===== src/rtl/pipe_ctrl_pkg.sv =====
// pipe_ctrl_pkg: shared widths, FSM encoding and counter width for the pipeline controller
package pipe_ctrl_pkg;
    localparam int REG_IDX_WIDTH  = 5;
    localparam int PC_WIDTH       = 32;
    localparam int PCTL_CNT_WIDTH = 8;
    typedef enum logic {
        PCTL_ST_RUN     = 1'b0,
        PCTL_ST_MC_WAIT = 1'b1
    } pctl_state_e;
endpackage


===== src/rtl/pipe_ctrl_hazard.sv =====
// pipe_ctrl_hazard: combinational load-use hazard detect between ID sources and the load in EX
module pipe_ctrl_hazard
    import pipe_ctrl_pkg::*;
(
    input  logic                     dec_rs1_en_i,
    input  logic [REG_IDX_WIDTH-1:0] dec_rs1_idx_i,
    input  logic                     dec_rs2_en_i,
    input  logic [REG_IDX_WIDTH-1:0] dec_rs2_idx_i,
    input  logic                     id_ex_rd_en_i,
    input  logic [REG_IDX_WIDTH-1:0] id_ex_rd_idx_i,
    input  logic                     id_ex_is_load_i,
    output logic                     hazard_o
);
    always_comb
        hazard_o = id_ex_is_load_i && id_ex_rd_en_i && (id_ex_rd_idx_i != '0) &&
                   ((dec_rs1_en_i && dec_rs1_idx_i == id_ex_rd_idx_i) ||
                    (dec_rs2_en_i && dec_rs2_idx_i == id_ex_rd_idx_i));
endmodule


===== src/rtl/pipe_ctrl.sv =====
// pipe_ctrl: front-end stall/flush controller (load-use, multi-cycle wait, redirect); PIPE_CTRL_PERF_EN adds perf counters
module pipe_ctrl
    import pipe_ctrl_pkg::*;
#(
    parameter int MC_TIMEOUT = 256
) (
    input  logic                     clk,
    input  logic                     rst_n,
    input  logic                     dec_rs1_en_i,
    input  logic [REG_IDX_WIDTH-1:0] dec_rs1_idx_i,
    input  logic                     dec_rs2_en_i,
    input  logic [REG_IDX_WIDTH-1:0] dec_rs2_idx_i,
    input  logic                     id_ex_rd_en_i,
    input  logic [REG_IDX_WIDTH-1:0] id_ex_rd_idx_i,
    input  logic                     id_ex_is_load_i,
    input  logic                     ex_mc_req_i,
    input  logic                     ex_mc_done_i,
    input  logic                     ex_pipe_flush_i,
    input  logic [PC_WIDTH-1:0]      ex_pipe_flush_pc_i,
    output logic                     pc_stall_o,
    output logic                     if_id_stall_o,
    output logic                     id_ex_stall_o,
    output logic                     if_id_flush_o,
    output logic                     id_ex_flush_o,
    output logic                     pipe_flush_o,
    output logic [PC_WIDTH-1:0]      pipe_flush_pc_o,
    output logic                     mc_timeout_o
`ifdef PIPE_CTRL_PERF_EN
    ,
    output logic [31:0]              perf_stall_cnt_o,
    output logic [31:0]              perf_flush_cnt_o
`endif
);
    localparam logic [PCTL_CNT_WIDTH-1:0] TO_LAST = PCTL_CNT_WIDTH'(MC_TIMEOUT - 1);
    pctl_state_e               r_state, w_state_nxt;
    logic [PCTL_CNT_WIDTH-1:0] r_wait_cnt;
    logic                      r_timeout;
    logic                      w_hazard, w_wait, w_to_hit, w_flush, w_stall_all, w_hz_stall;
    pipe_ctrl_hazard u_hazard (
        .dec_rs1_en_i    (dec_rs1_en_i),
        .dec_rs1_idx_i   (dec_rs1_idx_i),
        .dec_rs2_en_i    (dec_rs2_en_i),
        .dec_rs2_idx_i   (dec_rs2_idx_i),
        .id_ex_rd_en_i   (id_ex_rd_en_i),
        .id_ex_rd_idx_i  (id_ex_rd_idx_i),
        .id_ex_is_load_i (id_ex_is_load_i),
        .hazard_o        (w_hazard)
    );
    always_ff @(posedge clk)
        r_state <= !rst_n ? PCTL_ST_RUN : w_state_nxt;
    always_comb begin
        w_wait      = r_state == PCTL_ST_MC_WAIT;
        w_state_nxt = ex_pipe_flush_i ? PCTL_ST_RUN :
                      w_wait          ? (ex_mc_done_i ? PCTL_ST_RUN : PCTL_ST_MC_WAIT) :
                      ex_mc_req_i     ? PCTL_ST_MC_WAIT : PCTL_ST_RUN;
    end
    // wait_cnt is the 0-based index of the current MC_WAIT cycle
    always_ff @(posedge clk)
        if (!rst_n || w_state_nxt == PCTL_ST_RUN)
            r_wait_cnt <= '0;
        else if (w_wait && r_wait_cnt != '1)
            r_wait_cnt <= r_wait_cnt + 1'b1;
    always_ff @(posedge clk)
        if (!rst_n)
            r_timeout <= 1'b0;
        else if (w_to_hit)
            r_timeout <= 1'b1;
    always_comb begin
        w_to_hit        = w_wait && !ex_pipe_flush_i && !ex_mc_done_i && r_wait_cnt == TO_LAST;
        w_flush         = rst_n && ex_pipe_flush_i;
        w_stall_all     = rst_n && !ex_pipe_flush_i && (w_wait || ex_mc_req_i);
        w_hz_stall      = rst_n && !ex_pipe_flush_i && !w_wait && !ex_mc_req_i && w_hazard;
        pc_stall_o      = w_stall_all || w_hz_stall;
        if_id_stall_o   = w_stall_all || w_hz_stall;
        id_ex_stall_o   = w_stall_all;
        if_id_flush_o   = w_flush;
        id_ex_flush_o   = w_flush || w_hz_stall;
        pipe_flush_o    = w_flush;
        pipe_flush_pc_o = w_flush ? ex_pipe_flush_pc_i : '0;
        mc_timeout_o    = rst_n && (r_timeout || w_to_hit);
    end
`ifdef PIPE_CTRL_PERF_EN
    logic [31:0] r_perf_stall, r_perf_flush;
    always_ff @(posedge clk)
        if (!rst_n) begin
            r_perf_stall <= '0;
            r_perf_flush <= '0;
        end else begin
            if (pc_stall_o && r_perf_stall != '1)
                r_perf_stall <= r_perf_stall + 1'b1;
            if (pipe_flush_o && r_perf_flush != '1)
                r_perf_flush <= r_perf_flush + 1'b1;
        end
    always_comb begin
        perf_stall_cnt_o = rst_n ? r_perf_stall : '0;
        perf_flush_cnt_o = rst_n ? r_perf_flush : '0;
    end
`endif
endmodule


===== config.mk =====
export PLATFORM = sky130hd
export DESIGN_NAME = pipe_ctrl
export DESIGN_NICKNAME = d
export VERILOG_FILES = /design/src/rtl/pipe_ctrl_pkg.sv /design/src/rtl/pipe_ctrl_hazard.sv /design/src/rtl/pipe_ctrl.sv
export SDC_FILE = /design/constraint.sdc
export NUM_CORES = 1
export LEC_CHECK = 0
export BUFFER_PORTS_ARGS = -buffer_cell sky130_fd_sc_hd__buf_2
export CORE_ASPECT_RATIO = 1.25
export CORE_UTILIZATION = 36
export CTS_CLUSTER_SIZE = 14
export DETAILED_ROUTE_END_ITERATION = 10
export PLACE_DENSITY = 0.84
export SLEW_MARGIN = 20
export SYNTH_ARGS = -nofsm -noshare
export SYNTH_HDL_FRONTEND = slang
export SYNTH_SLANG_ARGS = --single-unit

===== constraint.sdc =====
create_clock -name clk -period 4 [get_ports clk]
set_input_delay 0.4 -clock clk [delete_from_list [all_inputs] [get_ports clk]]
set_output_delay 0.4 -clock clk [all_outputs]
set_load 0.05 [all_outputs]

Word level (Yosys, flattened, before mapping) --
Cells that the tools add are included.
Operators by class: add/subtract/negate cells 1, eq/ne operators 4, muxes and demuxes 5, bitwise gates (word level) 1, reductions and logical operators 28
Operators by type and width (number):
- 32-bit 2-to-1 mux | 1
- 1-bit logical AND | 16
- 5-bit == test | 2
- 8-bit by 1-bit adder with 8-bit output (second input constant) | 1
- 8-bit == test (second input constant) | 1
- 8-bit inequality test (second input constant) | 1
- 1-bit logical OR | 6
- 1-bit logical NOT | 5
- 5-bit nonzero test | 1
- 1-bit 2-to-1 mux | 4
- 1-bit NOT | 1
Word-level totals: bits in registers 10, input bits 56, output and inout port bits 39, word-level logic and storage cells 42

Logic depth before layout (Yosys ltp) --
word-level depth 6, depth in mapped cells 5, gate-level depth less buffers 5

By module --
Synthesis repeated with hierarchy kept, for this count alone.
Second synthesis, totals: cell total of the unflattened synthesis 123, area total of the unflattened synthesis 977.2 µm²
By module, submodules not included:
- pipe_ctrl | instances 1, cells each 106, area each 842.1 µm², seq. area each 200.2 µm²
- pipe_ctrl_hazard | instances 1, cells each 17, area each 135.1 µm², seq. area each 0.0 µm²

Least setup slack after synthesis --
Ideal clock, no wire load.
path kind input to output, from input port id_ex_rd_idx_i[3], to output port pc_stall_o, data arrival time 2.103 ns, required time 3.600 ns, setup slack 1.497 ns, stages 5, path buffers 1, path through xor2_1 -> nor4_1 -> a32oi_1 -> o22ai_1 -> buf_4
Between the ends: longest elaborated chain between the ends 6, elaborated cells between the ends (all ways) 10, classes of those cells eq/ne: 2; reduce/logical: 8
RTL lines:
- start: declaration | RTL line pipe_ctrl.sv:14 | input logic [REG_IDX_WIDTH-1:0] id_ex_rd_idx_i,
- 5-bit == test, on equally long branches | RTL line pipe_ctrl_hazard.sv:16, pipe_ctrl_hazard.sv:17
- 1-bit logical AND, on equally long branches | RTL line pipe_ctrl_hazard.sv:16, pipe_ctrl_hazard.sv:17
- 1-bit logical OR | RTL line pipe_ctrl_hazard.sv:16 | ((dec_rs1_en_i && dec_rs1_idx_i == id_ex_rd_idx_i) ||
- 1-bit logical AND * | RTL line pipe_ctrl_hazard.sv:15 | hazard_o = id_ex_is_load_i && id_ex_rd_en_i && (id_ex_rd_idx_i != '0) &&
- 1-bit logical AND * | RTL line pipe_ctrl.sv:72 | w_hz_stall = rst_n && !ex_pipe_flush_i && !w_wait && !ex_mc_req_i && w_hazard;
- 1-bit logical OR *
- end: declaration | RTL line pipe_ctrl.sv:20 | output logic pc_stall_o,
Every way passes the cells marked *; elsewhere a longest branch is shown, timed or not.

Worst setup path after layout --
from register r_wait_cnt[0], to output port mc_timeout_o
Between the ends: longest elaborated chain between the ends 4
RTL lines:
- start: declaration | RTL line pipe_ctrl.sv:36 | logic [PCTL_CNT_WIDTH-1:0] r_wait_cnt;
- start signal: assignment | RTL line pipe_ctrl.sv:62 | r_wait_cnt <= r_wait_cnt + 1'b1;
- 8-bit == test | RTL line pipe_ctrl.sv:69 | w_to_hit = w_wait && !ex_pipe_flush_i && !ex_mc_done_i && r_wait_cnt == TO_LAST;
- 1-bit logical AND | RTL line pipe_ctrl.sv:69
- 1-bit logical OR | RTL line pipe_ctrl.sv:80 | mc_timeout_o = rst_n && (r_timeout || w_to_hit);
- 1-bit logical AND | RTL line pipe_ctrl.sv:80
- end: declaration | RTL line pipe_ctrl.sv:27 | output logic mc_timeout_o
Every way passes these cells.

==> flow_summary.json <==
{
  "status": "finished, final reports clean",
  "wl_um": 2643,
  "syn_area_per_cell_um2": 7.529,
  "diodes": 0,
  "rows": 19,
  "cp_slowest_stage_delay_ns": 0.37,
  "ir_drop_v": 0.0001207,
  "synth_area_um2": 850.8,
  "cp_max_fo": 7,
  "grt_antenna_before_repair": 0,
  "tritoncts.num_buffers": 3,
  "setup_violations": 0,
  "drtIter0Drc": 30,
  "most-common-layout-cells": "buf_2 (94), and3_1 (34), xor2_1 (12), nor2_1 (11), dfxtp_1 (10)",
  "synth_nets": 170,
  "nets": 261,
  "crit_slowest_cell": "dfxtp_1",
  "viasPerCell": 4.790,
  "syn_to_final_growth_pct": 58.09,
  "grt-ovfl-total": 0,
  "io_buffers": 94,
  "crit_family": "simple AND/OR/NAND/NOR gates",
  "detail-route-antenna-nets": 0,
  "post_drt_wl_per_cell_um": 11.34,
  "slew_headroom_pct": 72.62,
  "synth_cell_type_count": 31,
  "syn_inst": 113,
  "first_pass_iters": 4,
  "hold_class": "reg2reg",
  "holdWs_ns": 0.4792,
  "p_leak_nw": 0.8452,
  "setup_tns_ns": 0,
  "cts_buffer_depth": 2,
  "p_per_area_nw_per_um2": 223.5,
  "hp-start": "r_timeout",
  "worst_pin_slew_ns": 0.4106,
  "ctsResizeCount": 0,
  "cap_violations": 0,
  "start_kind": "flop",
  "fill_cells": 207,
  "grtUsageTotal_pct": 20.91,
  "crit_type": "reg2out",
  "synth-seq-cells": 10,
  "rsz0062_at_grt": "no",
  "path_cells": "ha_1, nand4_2, nor2_1, a31oi_1, nor2b_1, buf_2",
  "dr_total_vias": 1116,
  "timing.fmax_mhz": 455.2,
  "final_common_cell": "buf_2",
  "crit_buf_inv": 1,
  "tritoncts": "yes",
  "route.detailed.drc": 0,
  "min_to": "r_timeout",
  "regArea_um2": 200.2,
  "chipHeight_um": 56.36,
  "timing.final.crit_share_pct": 54.92,
  "multi_input_area_um2": 609.3,
  "gp_congestion": 0.8497,
  "htreeDepth": 1,
  "r2r-end": "r_wait_cnt[1]",
  "cp.arrival_ns": 1.80,
  "coreArea_um2": 2211,
  "postCtsSetupRepairBufs": 0,
  "yosysWarnings": 0,
  "fin_skew_ns": 0.006449,
  "path_clk_slew_ns": 0.06,
  "start_util_pct": 38.48,
  "layout-drive-gt1-share_pct": 49.50,
  "insertion_delay_ns": 0.26,
  "cp.required_ns": 3.60,
  "reg2reg_depth": 5,
  "cp-end-kind": "output pin",
  "min_period_ns": 2.197,
  "clock_sinks": 10,
  "hold_buffers": 0,
  "hold_viol": 0,
  "final_max_slew_viol_count": 0,
  "root_buffer": "clkbuf_4",
  "r2r_setup_slack_ns": 2.58,
  "grt_max_degree": 37,
  "r2r_start": "r_wait_cnt[0]",
  "hold-path-cell-count": 2,
  "dieArea_um2": 2563,
  "grt_pass1_vias": 1040,
  "synth-seq-area-share_pct": 23.53,
  "grt_pass1_wl_um": 4064,
  "ios": 95,
  "die_w_um": 45.48
}
## worst register-to-register path, stage by stage, from the launching register on
cell	delay [ns]
dfxtp_1	0.37
ha_1	0.22
nand4_2	0.22
o21ai_2	0.24
mux2i_1	0.20
nor2_1	0.05
## cells by family after synthesis
group / share of synthesized area (%)
and+or+nand+nor: 44.85
DFF: 23.53
adders and majority gates: 1.470
buffers and inverters: 4.852
muxes: 2.353
AOI/OAI and AO/OA: 8.529
xor gates and xnor gates: 14.41
## report_power, final
group          switching [mW]  internal [mW]
Clock                  0.0320         0.0346
Combinational          0.0889         0.0436
Sequential            0.00125          0.100
Total                   0.122          0.178
## worst max path at each step
stage / from / to / slack (ns) / cells after the start
2_1_floorplan: id_ex_rd_idx_i[3] / pc_stall_o / 1.50 / 5
5_1_grt: r_wait_cnt[0] / mc_timeout_o / 1.67 / 6
3_3_place_gp: rst_n / pc_stall_o / 1.89 / 6
6_report: r_wait_cnt[0] / mc_timeout_o / 1.80 / 6
3_5_place_dp: rst_n / pc_stall_o / 1.84 / 6
4_1_cts: r_wait_cnt[0] / mc_timeout_o / 1.80 / 6
## Yosys cell counts
| library cell | instances | share of area, % |
|---|---|---|
| and3_1 | 34 | 25 |
| xor2_1 | 12 | 12 |
| nor2_1 | 11 | 4.9 |
| dfxtp_1 | 10 | 24 |
| clkbuf_1 | 6 | 2.6 |
| nand2_1 | 5 | 2.2 |
| nand3_1 | 3 | 1.8 |
| nor4_1 | 3 | 2.2 |
| buf_4 | 2 | 1.8 |
| mux2i_1 | 2 | 2.4 |
| nor2b_1 | 2 | 1.5 |
| o211ai_1 | 2 | 1.8 |
| o21ai_0 | 2 | 1.2 |
| xnor2_1 | 2 | 2.1 |
| a21oi_1 | 1 | 0.59 |
| a31oi_1 | 1 | 0.74 |
| a32oi_1 | 1 | 1.0 |
| and2_0 | 1 | 0.74 |
| and2_1 | 1 | 0.74 |
| and4_4 | 1 | 1.3 |
| ha_1 | 1 | 1.5 |
| inv_1 | 1 | 0.44 |
| nand2b_1 | 1 | 0.74 |
| nand4_1 | 1 | 0.74 |
| nand4_2 | 1 | 1.5 |
| o21ai_1 | 1 | 0.59 |
| o21ai_2 | 1 | 1.0 |
| o21bai_1 | 1 | 0.88 |
| o22ai_1 | 1 | 0.74 |
| or2_0 | 1 | 0.74 |
| or4_1 | 1 | 0.88 |
## metrics by stage
| stage | util, % | cells | total power [mW] | setup WS (ns) | area [um^2] |
|---|---|---|---|---|---|
| floorplan | - | 113 | 0.1903 | 1.497 | 850.8 |
| global placement | 59.82 | 230 | 0.2347 | 1.893 | 1323 |
| detailed placement | 59.82 | 230 | 0.2363 | 1.841 | 1323 |
| CTS | 60.84 | 233 | 0.3030 | 1.800 | 1345 |
| global route | 60.84 | 233 | 0.3178 | 1.672 | 1345 |
| finish | 60.84 | 233 | 0.3007 | 1.803 | 1345 |
## layout make-up
type / count / area share [%]
inverter: 1 / 0.2791
sequential: 10 / 14.88
timing repair buffer: 94 / 34.98
multi-input combinational: 94 / 45.30
tap: 31 / 2.884
clock buffer: 3 / 1.674
## flip-flops by register name, indices dropped and copies added, names as in the netlist
register,flops
r_wait_cnt,8
r_timeout,1
r_state,1
## per-layer routing
metal | share of wire [%] | global-route usage, % | vias to the layer above | routed length (um)
met5 | 0 | 0 | - | 0
met1 | 38 | 21.33 | 479 | 1012
met4 | 0.98 | 9.091 | 0 | 26
met2 | 53 | 37.55 | 49 | 1400
li1 | - | - | 584 | -
met3 | 7.7 | 5.466 | 4 | 203
No activity file was read; power rests on OpenSTA's default activity.
